File: config.mk
export PLATFORM = sky130hd
export DESIGN_NAME = imem_port_arbiter
export DESIGN_NICKNAME = d
export VERILOG_FILES = /design/src/rtl/imem_port_arbiter.sv
export SDC_FILE = /design/constraint.sdc
export NUM_CORES = 1
export LEC_CHECK = 0
export BUFFER_PORTS_ARGS = -buffer_cell sky130_fd_sc_hd__buf_2
export CELL_PAD_IN_SITES_DETAIL_PLACEMENT = 0
export CELL_PAD_IN_SITES_GLOBAL_PLACEMENT = 1
export CORE_MARGIN = 10
export CORE_UTILIZATION = 30
export DETAILED_ROUTE_END_ITERATION = 16
export GPL_TIMING_DRIVEN = 0
export PLACE_DENSITY = 0.88
export SETUP_SLACK_MARGIN = 0.2
export SLEW_MARGIN = 30
export SYNTH_ARGS = -nofsm -noshare
export SYNTH_HDL_FRONTEND = slang
export SYNTH_SLANG_ARGS = --single-unit
File: constraint.sdc
create_clock -name clk -period 9.2 [get_ports clk]
set_clock_uncertainty 0.2 [all_clocks]
set_input_delay 0.92 -clock clk [delete_from_list [all_inputs] [get_ports clk]]
set_output_delay 0.92 -clock clk [all_outputs]
set_load 0.01 [all_outputs]
File: src/rtl/imem_port_arbiter.sv
// Arbitrates the single-port instruction memory between fetch and the program loader.
// Latency: grant is combinational, response is a 1-cycle rvalid pulse two cycles after grant; no backpressure.
// Optional IMEM_ARB_FAIR_EN: round-robin tie-break in RUN instead of fixed loader priority.
module imem_port_arbiter #(
    parameter int ADDR_W = 8,
    parameter int DATA_W = 32
) (
    input  logic              clk,
    input  logic              rst,
    input  logic              f_req,
    input  logic [31:0]       f_pc,
    output logic              f_gnt,
    output logic              f_rvalid,
    output logic [DATA_W-1:0] f_instr,
    output logic              f_err,
    input  logic              l_req,
    input  logic              l_we,
    input  logic [ADDR_W-1:0] l_addr,
    input  logic [DATA_W-1:0] l_wdata,
    input  logic              l_done,
    output logic              l_gnt,
    output logic              l_rvalid,
    output logic [DATA_W-1:0] l_rdata,
    output logic              mem_en,
    output logic              mem_we,
    output logic [ADDR_W-1:0] mem_addr,
    output logic [DATA_W-1:0] mem_wdata,
    input  logic [DATA_W-1:0] mem_rdata
);

    typedef enum logic {
        BOOT = 1'b0,
        RUN  = 1'b1
    } state_t;

    state_t state;
    state_t state_nxt;

    logic              f_addr_err;
    logic [ADDR_W-1:0] f_word;

    // Pipeline stage between grant and response (memory read in flight)
    logic s1_vld;
    logic s1_loader;
    logic s1_err;
    logic s1_we;

    // A misaligned or out-of-range PC is still granted but never reaches memory
    assign f_addr_err = (f_pc[1:0] != 2'b00) || (f_pc[31:ADDR_W+2] != '0);
    assign f_word     = f_pc[ADDR_W+1:2];

    always_ff @(posedge clk or posedge rst) begin
        if (rst) begin
            state <= BOOT;
        end else begin
            state <= state_nxt;
        end
    end

    always_comb begin
        state_nxt = state;
        if (state == BOOT && l_done) begin
            state_nxt = RUN;
        end
    end

`ifdef IMEM_ARB_FAIR_EN
    logic last_loader;

    always_ff @(posedge clk or posedge rst) begin
        if (rst) begin
            last_loader <= 1'b0;
        end else if (state == RUN && (l_gnt || f_gnt)) begin
            last_loader <= l_gnt;
        end
    end
`endif

    always_comb begin
        f_gnt = 1'b0;
        l_gnt = 1'b0;
        if (!rst) begin
            case (state)
                BOOT: l_gnt = l_req;
                RUN: begin
                    if (l_req && f_req) begin
`ifdef IMEM_ARB_FAIR_EN
                        f_gnt = last_loader;
                        l_gnt = !last_loader;
`else
                        l_gnt = 1'b1;
`endif
                    end else begin
                        l_gnt = l_req;
                        f_gnt = f_req;
                    end
                end
                default: begin
                    f_gnt = 1'b0;
                    l_gnt = 1'b0;
                end
            endcase
        end
    end

    always_comb begin
        mem_en    = 1'b0;
        mem_we    = 1'b0;
        mem_addr  = '0;
        mem_wdata = '0;
        if (l_gnt) begin
            mem_en    = 1'b1;
            mem_we    = l_we;
            mem_addr  = l_addr;
            mem_wdata = l_wdata;
        end else if (f_gnt && !f_addr_err) begin
            mem_en    = 1'b1;
            mem_addr  = f_word;
        end
    end

    always_ff @(posedge clk or posedge rst) begin
        if (rst) begin
            s1_vld    <= 1'b0;
            s1_loader <= 1'b0;
            s1_err    <= 1'b0;
            s1_we     <= 1'b0;
        end else begin
            s1_vld    <= l_gnt || f_gnt;
            s1_loader <= l_gnt;
            s1_err    <= f_gnt && f_addr_err;
            s1_we     <= l_gnt && l_we;
        end
    end

    // Responses are recomputed every cycle, so each rvalid lasts exactly one cycle
    always_ff @(posedge clk or posedge rst) begin
        if (rst) begin
            f_rvalid <= 1'b0;
            f_err    <= 1'b0;
            f_instr  <= '0;
            l_rvalid <= 1'b0;
            l_rdata  <= '0;
        end else begin
            f_rvalid <= s1_vld && !s1_loader;
            f_err    <= s1_vld && !s1_loader && s1_err;
            f_instr  <= (s1_vld && !s1_loader && !s1_err) ? mem_rdata : '0;
            l_rvalid <= s1_vld && s1_loader;
            l_rdata  <= (s1_vld && s1_loader && !s1_we) ? mem_rdata : '0;
        end
    end

endmodule

# [Word level (Yosys, flattened, before mapping)]
# Cells that the tools add are included.
[word_totals] reg_bits=72 in_bits=110 wordCells=43
[classes] n_mux=14 bitwise=1 n_reduce_logical=18
[op_table] operator="two-way mux 32 bit" n=3
[op_table] operator="nonzero test 22 bit" n=1
[op_table] operator="two-way mux 8 bit" n=2
[op_table] operator="logical AND 1 bit" n=10
[op_table] operator="two-way mux 1 bit" n=8
[op_table] operator="zero test 1 bit" n=4
[op_table] operator="logical OR 1 bit" n=2
[op_table] operator="case mux 1 bit (2 select lines)" n=1
[op_table] operator="nonzero test 2 bit" n=1
[op_table] operator="inverter 1 bit" n=1

# [Depth between registers and ports, before layout]
# Gate-level depths: netlist (run 1).
[depth] word_depth=7 depth_mapped=6 ltp_nobuf=5

# [Worst setup path before layout (run 1)]
# No wires, ideal clock.
[synth_timing] path_type="input port to output port" startpoint="input port rst" endpoint="output port mem_wdata[30]" t_arrival_ns=3.436 required_ns=8.080 path_slack_ns=4.644 cell_stages=5 path_buffers=1 cell_sequence="inv_1 -> nand2_1 -> inv_1 -> clkbuf_1 -> and2_1"
[synth_between] elab_chain_cells=2
[synth_rtl] item="start: declaration" line_no="9" text="input logic rst,"
[synth_rtl] item="two-way mux 1 bit" line_no="82" text="if (!rst) begin"
[synth_rtl] item="named net l_gnt" line_no="21" text="output logic l_gnt,"
[synth_rtl] item="two-way mux 32 bit" line_no="111" text="if (l_gnt) begin"
[synth_rtl] item="end: declaration" line_no="27" text="output logic [DATA_W-1:0] mem_wdata,"
# The timed path passes the listed nets, and every way through them passes these cells.

# [Worst setup path after layout (run 1)]
[layout_timing] startpoint="input port rst" endpoint="output port mem_addr[7]"
[layout_between] elab_chain_cells=4 elab_cells_between_ends=5 cone_classes="mux: 4; reduce/logical: 1"
[layout_rtl] item="two-way mux 1 bit" line_no="82"
[layout_rtl] item="logical AND 1 bit" line_no="116" text="end else if (f_gnt && !f_addr_err) begin"
[layout_rtl] item="two-way mux 8 bit" line_no="116"
[layout_rtl] item="two-way mux 8 bit *" line_no="111"
[layout_rtl] item="end: declaration" line_no="26" text="output logic [ADDR_W-1:0] mem_addr,"
# Mark *: on every way between the ends. The rest lies on a longest branch, timed or not.

==> results of run 1 <==
[worst reg2reg max path, cell delays in order (launching register included)]
cell	delay (ns)
dfrtp_1	0.34
and2_1	0.14
nor2b_1	0.34
clkbuf_1	0.35
and2_1	0.19
[power breakdown]
part,internal [W],switching [W],total [W]
Sequential,0.000327,0.00000270,0.000330
Clock,0.0000987,0.000115,0.000214
Combinational,0.0000413,0.0000465,0.0000878
Total,0.000467,0.000164,0.000632
[cell usage after synthesis]
master and n:
nand4_4 1, nor2b_1 2, and2_1 99, o21a_1 1, dfrtp_1 72, nand4bb_1 1
nor4_1 2, clkbuf_1 10, inv_1 11, o41ai_2 8, nand2_1 11, buf_2 1
and2b_1 1, o31ai_1 1, or2_2 1, nor4_4 4
[final timing paths]
path | from | endpoint | depth (start not counted)
min in group asynchronous | rst | s1_err | 2
worst min register to register | s1_loader | f_rvalid | 1
worst max-delay path | rst | mem_addr[7] | 8
worst max register to register | s1_loader | l_rdata[27] | 4
max in group asynchronous | rst | l_rdata[28] | 3
worst min-delay path | s1_loader | f_rvalid | 1
[per-layer routing]
metal  track usage  up-vias  part of all wire
li1              -     1169                 -
met2        0.2143      128              0.49
met3       0.05899       12             0.096
met5             0        -                 0
met4       0.05712        0             0.018
met1        0.1425     1111              0.40
[sequential cells by signal, indices dropped and copies added, names as in the netlist]
| signal | flops |
|---|---|
| s1_err | 1 |
| f_instr | 32 |
| f_rvalid | 1 |
| l_rvalid | 1 |
| s1_loader | 1 |
| state | 1 |
| l_rdata | 32 |
| s1_vld | 1 |
| s1_we | 1 |
| f_err | 1 |
[layout make-up]
class / count / share of cell area
clock inverters: 6 / 0.01017
well taps: 129 / 0.03748
flip-flops and latches: 72 / 0.4184
multi-input cells: 132 / 0.2234
diodes: 1 / 0.0005811
plain buffers: 11 / 0.009878
inverters: 11 / 0.01017
repair buffers: 221 / 0.2603
clock buffers: 10 / 0.02963
[cells by family after synthesis]
group,synth area share
and+or+nand+nor,0.2869
DFF,0.6327
AOI/OAI and AO/OA,0.05097
buffers and inverters,0.02944
[stage by stage]
stage	util	hold WS, ns	setup WS [ns]
2_1_floorplan	-	0.2095	4.644
3_3_place_gp	0.4448	0.2333	3.628
3_5_place_dp	0.4473	0.2335	5.524
4_1_cts	0.4658	0.2460	5.519
5_1_grt	0.4661	0.2690	5.304
6_report	0.4661	0.2354	5.616
==> results.json, run 1 <==
{
  "numCtsBuffers": 9,
  "grt_pass1_vias": 2813,
  "ys_ff_latch": 72,
  "post_cts_buffers": 0,
  "critPathBufInv": 5,
  "cts_hold_buffers": 0,
  "dp_hpwl_microns": 7808,
  "final_common_cell": "buf_2",
  "worstMarginPinSlew_ns": 0.4793,
  "grt_pass1_wl_microns": 14660,
  "yosys_warnings": 0,
  "cts_tree": "yes",
  "max_cap_violations": 0,
  "synth-seq-area-share": 0.6327,
  "ctsHtreeMaxLevel": 3,
  "finalHoldViolations": 0,
  "cts_resized": 0,
  "hold_class": "reg2reg",
  "fp.dieArea_sq_um": 13790,
  "ir_worst_vdd_mv": 0.06553,
  "antenna_found_initial": 1,
  "end_kind": "output port",
  "cts_sinks": 72,
  "syn_nets": 336,
  "critPathArrivalTime_ns": 2.46,
  "fp.dieW_microns": 117.4,
  "core_area_sq_um": 9240,
  "setup_viol": 0,
  "fin_crit_sh": 0.3896,
  "power_density_nw_per_um2": 146.7,
  "ios": 221,
  "clk_latency_ns": 0.33,
  "drv_slew": 0,
  "first_pass_iters": 6,
  "grt_usage": 0.1308,
  "tns_ns": 0,
  "fillCellCount": 859,
  "path_class": "in2out",
  "critPathSlowestCell": "clkbuf_1",
  "syn_inst": 226,
  "finish.net_count": 568,
  "worst-endpoint-required_ns": 8.08,
  "cts_buffer_depth": 2,
  "dp.cells": 576,
  "power_w": 0.0006316,
  "first_iter_violations": 111,
  "p_leak_nw": 2.568,
  "rows": 35,
  "yosys.area.top_type": "dfrtp_1",
  "fmax_mhz": 279.0,
  "cts_root_buf": "clkbuf_8",
  "viasPerCell": 4.081,
  "grt_max_degree": 41,
  "yosys.area.top_type_share": 0.6327,
  "drtAntennaViolNets": 0,
  "finalCriticalPeriod_ns": 3.584,
  "critical_path.max_stage_delay_ns": 0.37,
  "fin_area_sq_um": 4307,
  "drive_gt1_frac": 0.5443,
  "relSlewSlack": 0.6797,
  "grt-ovfl-total": 0,
  "port_buffers": 220,
  "status": "finished, final reports clean",
  "synth_cell_types": 16,
  "crit_path_cell_trace": "buf_2 > inv_4 > nand2_1 > inv_1 > clkbuf_1 > nand2_1 > o41ai_2 > buf_2",
  "wl_microns": 9271,
  "syn_to_final_growth_pct": 51.23,
  "syn_area_sq_um": 2848,
  "multi_input_area_sq_um": 962.2,
  "vias": 2420,
  "die_y_microns": 117.4,
  "crit_fanout": 34,
  "final_cells": 593,
  "start_kind": "input port",
  "rrSetupSlack_ns": 7.59,
  "crit_family": "buffers and inverters",
  "clk_pin_slew_ns": 0.07,
  "ff_latch_area_sq_um": 1802,
  "place_area_sq_um": 4133,
  "mostFrequentLayoutCells": "221 x buf_2, 99 x and2_1, 72 x dfrtp_1, 11 x clkbuf_1, 11 x nand2_1",
  "synth.area.top_cells": "dfrtp_1 63%, and2_1 22%, o41ai_2 4.6%",
  "start_util": 0.3082,
  "gp_congestion": 0.7550,
  "syn_avg_cell_area_sq_um": 12.60,
  "drc_errors": 0,
  "rsz0062_at_grt": "no",
  "wl_per_cell_microns": 15.63
}
Note: power is estimated with default switching activity, not from simulation.
==> run 2: changes to the inputs <==
- CORE_UTILIZATION: 30 -> 28
- PLACE_DENSITY: 0.88 -> 0.83
- clock period: 9.2 -> 3.7 ns (I/O delays scaled with it)
==> run 2 against run 1 <==
Net effect:
- sequential power is 150% higher
- first-iteration DRC count is 38% lower
- clock power grew to 3.4 times the previous value
- sequential share of layout area is 0.79 points lower
- die area is 5.9% higher
- critical endpoint unchanged
- largest power group unchanged
- register-to-register slack worse by 5.5 ns
==> results.json, run 2 (synthesis results as in run 1) <==
{
  "status": "finished, final reports clean",
  "min_to": "state",
  "gp_congestion": 0.7296,
  "antenna_found_initial": 1,
  "multi_input_area_sq_um": 962.2,
  "setup_viol": 0,
  "drt-met1-wl_microns": 3235,
  "rrSetupSlack_ns": 2.06,
  "rr_worst_depth": 4,
  "rsz0062_at_grt": "no",
  "first_iter_violations": 69,
  "drive_gt1_frac": 0.5443,
  "power_density_nw_per_um2": 404.4,
  "fin_area_sq_um": 4389,
  "fin_crit_sh": 0.8169,
  "final_common_cell": "buf_2",
  "finish.net_count": 569,
  "core_area_sq_um": 9819,
  "cts_resized": 0,
  "grt-ovfl-total": 0,
  "start_util": 0.2900,
  "numCtsBuffers": 9,
  "r2r_end": "l_rdata[13]",
  "first_pass_iters": 4,
  "ff_latch_area_sq_um": 1802,
  "n_antenna_cell": 0,
  "p_switching_w": 0.0003937,
  "ios": 221,
  "end_kind": "output port",
  "clk_pin_slew_ns": 0.07,
  "ctsHtreeMaxLevel": 3,
  "maxUsedRoutingLayer": "met5",
  "crit_fanout": 31,
  "pwr-share-seq": 0.462,
  "max_cap_violations": 0,
  "switching_share": 0.2218,
  "finalCriticalPeriod_ns": 3.023,
  "dp_hpwl_microns": 7811,
  "drv_slew": 0,
  "cts_hold_buffers": 1,
  "power_frac_comb": 0.123,
  "grt_pass1_vias": 2780,
  "fmax_mhz": 330.8,
  "rows": 36,
  "cts_tree": "yes",
  "finalHoldViolations": 0,
  "fp.dieArea_sq_um": 14600,
  "worst-endpoint-required_ns": 3.13,
  "worstMarginPinSlew_ns": 0.4832,
  "grt_usage": 0.1213,
  "clk_latency_ns": 0.32,
  "wl_met2_microns": 4638,
  "cts_sinks": 72,
  "relSlewSlack": 0.6771,
  "mostFrequentLayoutCells": "221 x buf_2, 99 x and2_1, 72 x dfrtp_1, 11 x nand2_1",
  "fp.dieW_microns": 120.9,
  "post_cts_buffers": 0,
  "regToRegStartpoint": "s1_loader",
  "place_area_sq_um": 4138,
  "wl_microns": 9196,
  "worstHoldStart": "l_done",
  "clkPwrFrac": 0.415,
  "drtAntennaViolNets": 0,
  "cts_root_buf": "clkbuf_8",
  "die_y_microns": 120.9,
  "reg_top3": "f_instr x32, l_rdata x32",
  "critPathArrivalTime_ns": 2.45,
  "ir_worst_vdd_mv": 0.1368,
  "syn_to_final_growth_pct": 54.13,
  "hold_depth": 2,
  "cts_buffer_depth": 2,
  "start_kind": "input port",
  "grt_pass1_wl_microns": 14160,
  "p_int_w": 0.001381,
  "vias": 2458,
  "route.met3.wl_microns": 1184,
  "path_class": "in2out",
  "wl_per_cell_microns": 15.43,
  "power_w": 0.001775,
  "viasPerCell": 4.124,
  "hold_class": "in2reg",
  "grt_max_degree": 44,
  "p_leak_nw": 2.608,
  "drc_errors": 0,
  "port_buffers": 220,
  "fillCellCount": 1005
}
[run 2: power groups by stage]
stage | logic, W | clock network [W] | registers [W]
detailed placement | 0.000224 | 0 | 0.000836
CTS | 0.000225 | 0.000761 | 0.000821
floorplan | 0.0000767 | 0 | 0.000851
global placement | 0.000217 | 0 | 0.000836
finish | 0.000218 | 0.000737 | 0.000821
global route | 0.000244 | 0.000803 | 0.000823
[run 2: layer usage]
metal / GRT usage / vias up
li1: - / 1173
met1: 0.1193 / 1133
met2: 0.2102 / 140
met3: 0.07166 / 10
met4: 0.03620 / 2
met5: 0 / -
[run 2: cell type report]
cell class | count | area share
multi-input cells | 132 | 0.2192
clock inverters | 5 | 0.02366
well taps | 133 | 0.03791
plain buffers | 11 | 0.009692
flip-flops and latches | 72 | 0.4105
clock buffers | 10 | 0.03136
inverters | 11 | 0.009977
repair buffers | 222 | 0.2577
[run 2: through the flow]
stage	hold WS [ns]	TNS [ns]	instances	util	setup WS, ns
3_5_place_dp	0.2054	0	580	0.4214	1.117
6_report	0.02910	0	596	0.4470	0.6773
3_3_place_gp	0.2246	-23.37	579	0.4191	-0.7806
2_1_floorplan	0.2095	0	226	-	0.2441
5_1_grt	0.001193	0	596	0.4470	0.4167
4_1_cts	0.01107	0	596	0.4470	0.5482
[run 2: worst max path at each step]
| stage | startpoint | end | slack [ns] | cells past startpoint |
|---|---|---|---|---|
| after floorplan | rst | mem_wdata[30] | 0.24 | 5 |
| after global placement | rst | mem_addr[4] | -0.78 | 8 |
| after detailed placement | rst | mem_addr[7] | 1.12 | 8 |
| after CTS | rst | mem_addr[7] | 0.55 | 9 |
| after global routing | rst | mem_addr[4] | 0.42 | 9 |
| final | rst | mem_addr[7] | 0.68 | 9 |
[run 2: worst max-delay path: stages]
cell           delay, ns
dlygate4sd3_1       0.53
buf_2               0.14
inv_4               0.30
nand2_1             0.16
inv_1               0.18
clkbuf_1            0.39
nand2_1             0.13
o41ai_2             0.06
buf_2               0.19
